==> config.mk <==
export PLATFORM = sky130hd
export DESIGN_NAME = dma_acc_responder
export DESIGN_NICKNAME = d
export VERILOG_FILES = /design/src/rtl/dma_acc_responder.sv
export SDC_FILE = /design/constraint.sdc
export NUM_CORES = 2
export LEC_CHECK = 0
export ABC_AREA = 1
export CORE_MARGIN = 3
export CORE_UTILIZATION = 56
export DETAILED_ROUTE_END_ITERATION = 6
export GPL_TIMING_DRIVEN = 1
export PLACE_DENSITY = 0.73
export SLEW_MARGIN = 5
export SYNTH_ARGS = -nofsm -noshare
export SYNTH_HDL_FRONTEND = slang
export SYNTH_SLANG_ARGS = --single-unit
export TNS_END_PERCENT = 50
==> constraint.sdc <==
create_clock -name clk -period 2.9 [get_ports clk]
set_clock_uncertainty 0.1 [all_clocks]
set_input_delay 0.87 -clock clk [delete_from_list [all_inputs] [get_ports clk]]
set_output_delay 0.87 -clock clk [all_outputs]
set_load 0.005 [all_outputs]
==> src/rtl/dma_acc_responder.sv <==
// Accelerator-side scratchpad target for the DMA acc_* interface with fixed read latency
// and per-block write counting. Define ACC_PARITY_EN to store and check even parity per word.
module dma_acc_responder #(
  parameter logic [31:0] BASE_ADDR = 32'h0000_1000,
  parameter int unsigned DEPTH     = 64,
  parameter int unsigned READ_LAT  = 2
) (
  input  logic        clk,
  input  logic        reset_n,
  input  logic [31:0] acc_addr,
  input  logic        acc_read,
  input  logic        acc_write,
  input  logic [31:0] acc_wdata,
  output logic [31:0] acc_rdata,
  output logic        acc_ready,
  output logic        acc_rvalid,
  output logic        acc_err,
  input  logic        arm,
  input  logic [15:0] expect_words,
  output logic [15:0] words_written,
  output logic        block_done
);

  // state   | meaning
  // IDLE    | ready; writes complete in place, reads are accepted
  // RD_WAIT | read latency timer running down, requests ignored
  // RESP    | acc_rvalid high for one cycle with latched read data
  typedef enum logic [1:0] {IDLE, RD_WAIT, RESP} state_t;

  localparam int unsigned AW       = $clog2(DEPTH);
  localparam logic [32:0] SPAN     = 33'(4 * DEPTH);
  localparam logic [3:0]  LAT_LOAD = 4'(READ_LAT - 1);

  state_t        state_q, state_d;
  logic [3:0]    lat_q, lat_d;
  logic [31:0]   mem [DEPTH];
  logic [32:0]   offset;
  logic [AW-1:0] idx_now, idx_q, rd_idx;
  logic          in_range, rng_q, rd_rng;
  logic          accept, wr_acc, rd_acc, both_acc;
  logic          enter_resp, par_bad;
  logic [31:0]   rdata_q;
  logic          err_q;
  logic [15:0]   target_q, ww_inc;
  logic          fired_q, done_q;

  // 33-bit subtraction: the borrow bit flags addresses below the window without wrap
  assign offset   = {1'b0, acc_addr} - {1'b0, BASE_ADDR};
  assign in_range = !offset[32] && (offset < SPAN) && (acc_addr[1:0] == 2'b00);
  assign idx_now  = offset[AW+1:2];

  assign accept   = (acc_read || acc_write) && acc_ready;
  assign wr_acc   = accept && acc_write && !acc_read;
  assign rd_acc   = accept && acc_read && !acc_write;
  assign both_acc = accept && acc_read && acc_write;

  always_comb begin
    state_d    = state_q;
    lat_d      = lat_q;
    acc_ready  = 1'b0;
    acc_rvalid = 1'b0;
    case (state_q)
      IDLE: begin
        acc_ready = 1'b1;
        if (rd_acc) begin
          if (READ_LAT == 1) begin
            state_d = RESP;
          end else begin
            state_d = RD_WAIT;
            lat_d   = LAT_LOAD;
          end
        end
      end
      RD_WAIT: begin
        lat_d = lat_q - 4'd1;
        if (lat_d == 4'd0) state_d = RESP;
      end
      RESP: begin
        acc_rvalid = 1'b1;
        state_d    = IDLE;
      end
      default: state_d = IDLE;
    endcase
  end

  // With READ_LAT=1 the response is loaded on the accept edge, before idx_q is valid
  assign enter_resp = (state_d == RESP) && (state_q != RESP);
  assign rd_idx     = (state_q == IDLE) ? idx_now  : idx_q;
  assign rd_rng     = (state_q == IDLE) ? in_range : rng_q;

  always_ff @(posedge clk) begin
    if (wr_acc && in_range) mem[idx_now] <= acc_wdata;
  end

`ifdef ACC_PARITY_EN
  logic par_mem [DEPTH];

  always_ff @(posedge clk) begin
    if (wr_acc && in_range) par_mem[idx_now] <= ^acc_wdata;
  end

  assign par_bad = rd_rng && ((^mem[rd_idx]) != par_mem[rd_idx]);
`else
  assign par_bad = 1'b0;
`endif

  always_ff @(posedge clk or negedge reset_n) begin
    if (!reset_n) begin
      state_q <= IDLE;
      lat_q   <= 4'd0;
      idx_q   <= '0;
      rng_q   <= 1'b0;
      rdata_q <= 32'd0;
      err_q   <= 1'b0;
    end else begin
      state_q <= state_d;
      lat_q   <= lat_d;
      err_q   <= 1'b0;
      if (rd_acc) begin
        idx_q <= idx_now;
        rng_q <= in_range;
      end
      if (both_acc || (wr_acc && !in_range)) err_q <= 1'b1;
      if (enter_resp) begin
        rdata_q <= rd_rng ? mem[rd_idx] : 32'd0;
        err_q   <= !rd_rng || par_bad;
      end
    end
  end

  assign acc_rdata = rdata_q;
  assign acc_err   = err_q;

  assign ww_inc = (words_written == 16'hFFFF) ? words_written : words_written + 16'd1;

  always_ff @(posedge clk or negedge reset_n) begin
    if (!reset_n) begin
      words_written <= 16'd0;
      target_q      <= 16'd0;
      fired_q       <= 1'b0;
      done_q        <= 1'b0;
    end else begin
      done_q <= 1'b0;
      if (arm) begin
        words_written <= 16'd0;
        target_q      <= expect_words;
        fired_q       <= (expect_words == 16'd0);
        done_q        <= (expect_words == 16'd0);
      end else if (wr_acc && in_range) begin
        words_written <= ww_inc;
        if (!fired_q && (ww_inc == target_q)) begin
          done_q  <= 1'b1;
          fired_q <= 1'b1;
        end
      end
    end
  end

  assign block_done = done_q;

endmodule
==> flow_summary.toml <==
[sta]
slew_violations = 0
finalSetupViolations = 1
rsz0062_at_grt = "true"
layout_setup_ws_ns = -0.00982
tns_ns = -0.00982
relSlewSlack_pct = 30.6
max_freq_ghz = 0.344
fin_crit_sh_pct = 100
worst_pin_slew_ns = 1.04
finalHoldViolCount = 0
period_needed_ns = 2.91

[worst_setup_path]
cp_top_family = "simple AND/OR/NAND/NOR gates"
crit_top_cell = "buf_4"
critical_path_class = "reg2reg"
path_cells = "nor2_4, buf_4, buf_6, nand2_1, o21ai_4, buf_4, inv_8, buf_4, buf_12, buf_4, nand3_1, nand3_1, nand3_1, nand3_2, nand3_4, nand2_2"
path_max_fanout = 13
critPathLaunchType = "flop"
crit_buf_inv = 7
slowest_delay_ns = 0.42
crit_path_top_delay_cell = "dfrtp_1"
crit_required_ns = 3.54
arrival_ns = 3.55
endpoint_kind = "flop"

[place]
dp_worst_setup_slack_ns = -1.36
hpwl_mm = 162
io_buffers = 136
placed_cell_area_um2 = 96500
gp_congestion = 0.939

[yosys]
syn-num-nets = 7426
synthCells = 7337
syn-mean-instance-area_um2 = 11.7
synth_top_area_share_pct = 71.4
synth_area_um2 = 86200
synth_most_common_cell = "nand2_1"
synth-seq-cells = 2128
synth-seq-area-share_pct = 73.7
yosys-top-cells-count = "nand2_1, nand3_1, edfxtp_1"
synthArstFlopShare_pct = 3.76
ys_warn_count = 0
synth_ff_type = "edfxtp_1"
synth-edff-count = 2048
synthTopCellsByArea = "edfxtp_1, nand3_1, nand2_1"
yosysTopAreaCell = "edfxtp_1"
synth.distinct_cells = 30

[power]
p_per_area_nw_per_um2 = 1090
peakVddDrop_mv = 0.832
leakage_nw = 38.5

[route]
wl_mm = 266
avgRoutedWirePerCell_um = 26.1
drt_iter0_drc = 9454
routed-via-count = 62712
drc_errors = 0
viasPerCell = 6.16
first_pass_iters = 7
detail-route-antenna-nets = 0

[min_path]
hold_path.class = "in2reg"

[global_route]
gr-total-overflow = 0
grt_usage_pct = 32.3
grt_max_degree = 65
grt_pass1_wl_mm = 378
grt_pass1_vias = 59783
antenna_found_initial = 16

[flow_run]
maxCapViolations = 0

[clock_network]
cts_num_sinks = 2128
clkTransAtPathRegs_ns = 0.06
cts_buffers = 204
cts_root_buf = "clkbuf_16"
clock_latency_ns = 0.85
cts_tree = "built"
clockBufferDepth = 3
cts_htree_levels = 4

[die]
dieArea_um2 = 159000
core_um2 = 152000
std_cell_rows = 143
start_util_pct = 56.5
die_h_um = 398
die_x_um = 398
ios = 137

[cells_and_area]
fin_area_um2 = 106000
layout.nets = 8075
area_delta_synth_final_pct = 23.3
layout-drive-gt1-share_pct = 17.3

[run_status]
violations = "setup timing"
outcome = "finished with violations"
## metal layers
metal	vias up	GRT usage (%)	routed length, µm
met5	-	0	71
met4	10	14.1	13500
met3	709	7.21	33100
met2	4237	50.9	123000
met1	30382	43.6	95700
li1	27374	-	-
## path summary, 6_finish.rpt
check	depth (start not counted)	start	slack, ns	endpoint
worst max-delay path	16	state_q[0]	-0.01	acc_rdata[15]
worst min-delay path	1	acc_wdata[25]	0.25	mem[11][25]
worst max register to register	16	state_q[0]	-0.01	acc_rdata[15]
worst min register to register	2	acc_rdata[3]	0.38	acc_rdata[3]
max in group asynchronous	3	reset_n	1.70	words_written[9]
min in group asynchronous	2	reset_n	0.38	acc_err
## kinds of logic (layout without fill, tap and decap cells)
| logic type | Yosys count | after routing | share of synthesized area (%) |
|---|---|---|---|
| AND/OR/NAND/NOR | 4572 | 4572 | 23.1 |
| flip-flops | 2128 | 2128 | 73.7 |
| buffers and inverters | 554 | 1366 | 2.61 |
| AO/OA/AOI/OAI | 63 | 63 | 0.408 |
| XOR/XNOR | 16 | 16 | 0.163 |
| adder cells (fa/ha/maj) | 4 | 4 | 0.0581 |
| other | 0 | 3 | 0 |
## metrics by stage
stage / total power, mW / utilization, % / cells / hold WS, ns
after floorplan: 59.9 / - / 7337 / 0.344
after global placement: 81.2 / 63.3 / 9697 / 0.363
after detailed placement: 82.1 / 63.3 / 9697 / 0.366
after CTS: 109 / 68.2 / 10109 / 0.188
after global routing: 120 / 69.7 / 10179 / 0.207
final: 116 / 69.7 / 10182 / 0.246
## state kept, by name, summed over array words and instances, names as in the netlist
signal / count
acc_err: 1
acc_rdata: 32
block_done: 1
fired_q: 1
idx_q: 6
lat_q: 4
mem: 2048
rng_q: 1
state_q: 2
target_q: 16
words_written: 16
## cell type report
| type | instances | area (µm²) |
|---|---|---|
| Clock buffer | 253 | 5340 |
| Sequential cell | 2128 | 63500 |
| Multi-Input combinational cell | 4655 | 22000 |
| Fill cell | 10025 | 46200 |
| Clock inverter | 116 | 1390 |
| Timing Repair Buffer | 901 | 11100 |
| Timing Repair inverter | 1 | 7.51 |
| Inverter | 95 | 413 |
| Antenna cell | 3 | 7.51 |
| Tap cell | 2030 | 2540 |
## power breakdown
part           switching (mW)  leakage (nW)  total [mW]  internal (mW)
clock                    11.4          3.26        26.9           15.5
combinational            34.9          15.8        54.9           20.0
sequential              0.194          19.4        34.2           34.0
## what timing repair did
action,in CTS,in global routing
cloned,5,30
endpoints found under the setup margin,2089,1778
hold buffers,1,0
pin swaps,37,62
setup buffers,37,46
endpoints found under the hold margin,9,0
resized for setup,147,268
## cells in the final DEF (no fill, tap or decap), types with 8 or more instances in the layout
cell type        count
buf_12             231
buf_16              25
buf_2               10
buf_4              447
buf_6               55
buf_8                9
bufinv_16           27
clkbuf_1            45
clkbuf_16          231
clkdlybuf4s50_1     78
clkinv_1            31
clkinv_2            31
clkinvlp_4          12
dfrtp_1             70
dfrtp_2             10
dlygate4sd2_1       12
edfxtp_1          2048
inv_1               81
nand2_1           2278
nand2_2             13
nand2_4              8
nand3_1           1928
nand3_2            120
nand3_4             13
nand4_1             20
nor2_1              68
nor2_2              20
nor2_4              73
o211ai_1             8
o21ai_0             37
or2_2               21
xor2_1              10
No activity file was read; power rests on OpenSTA's default activity.
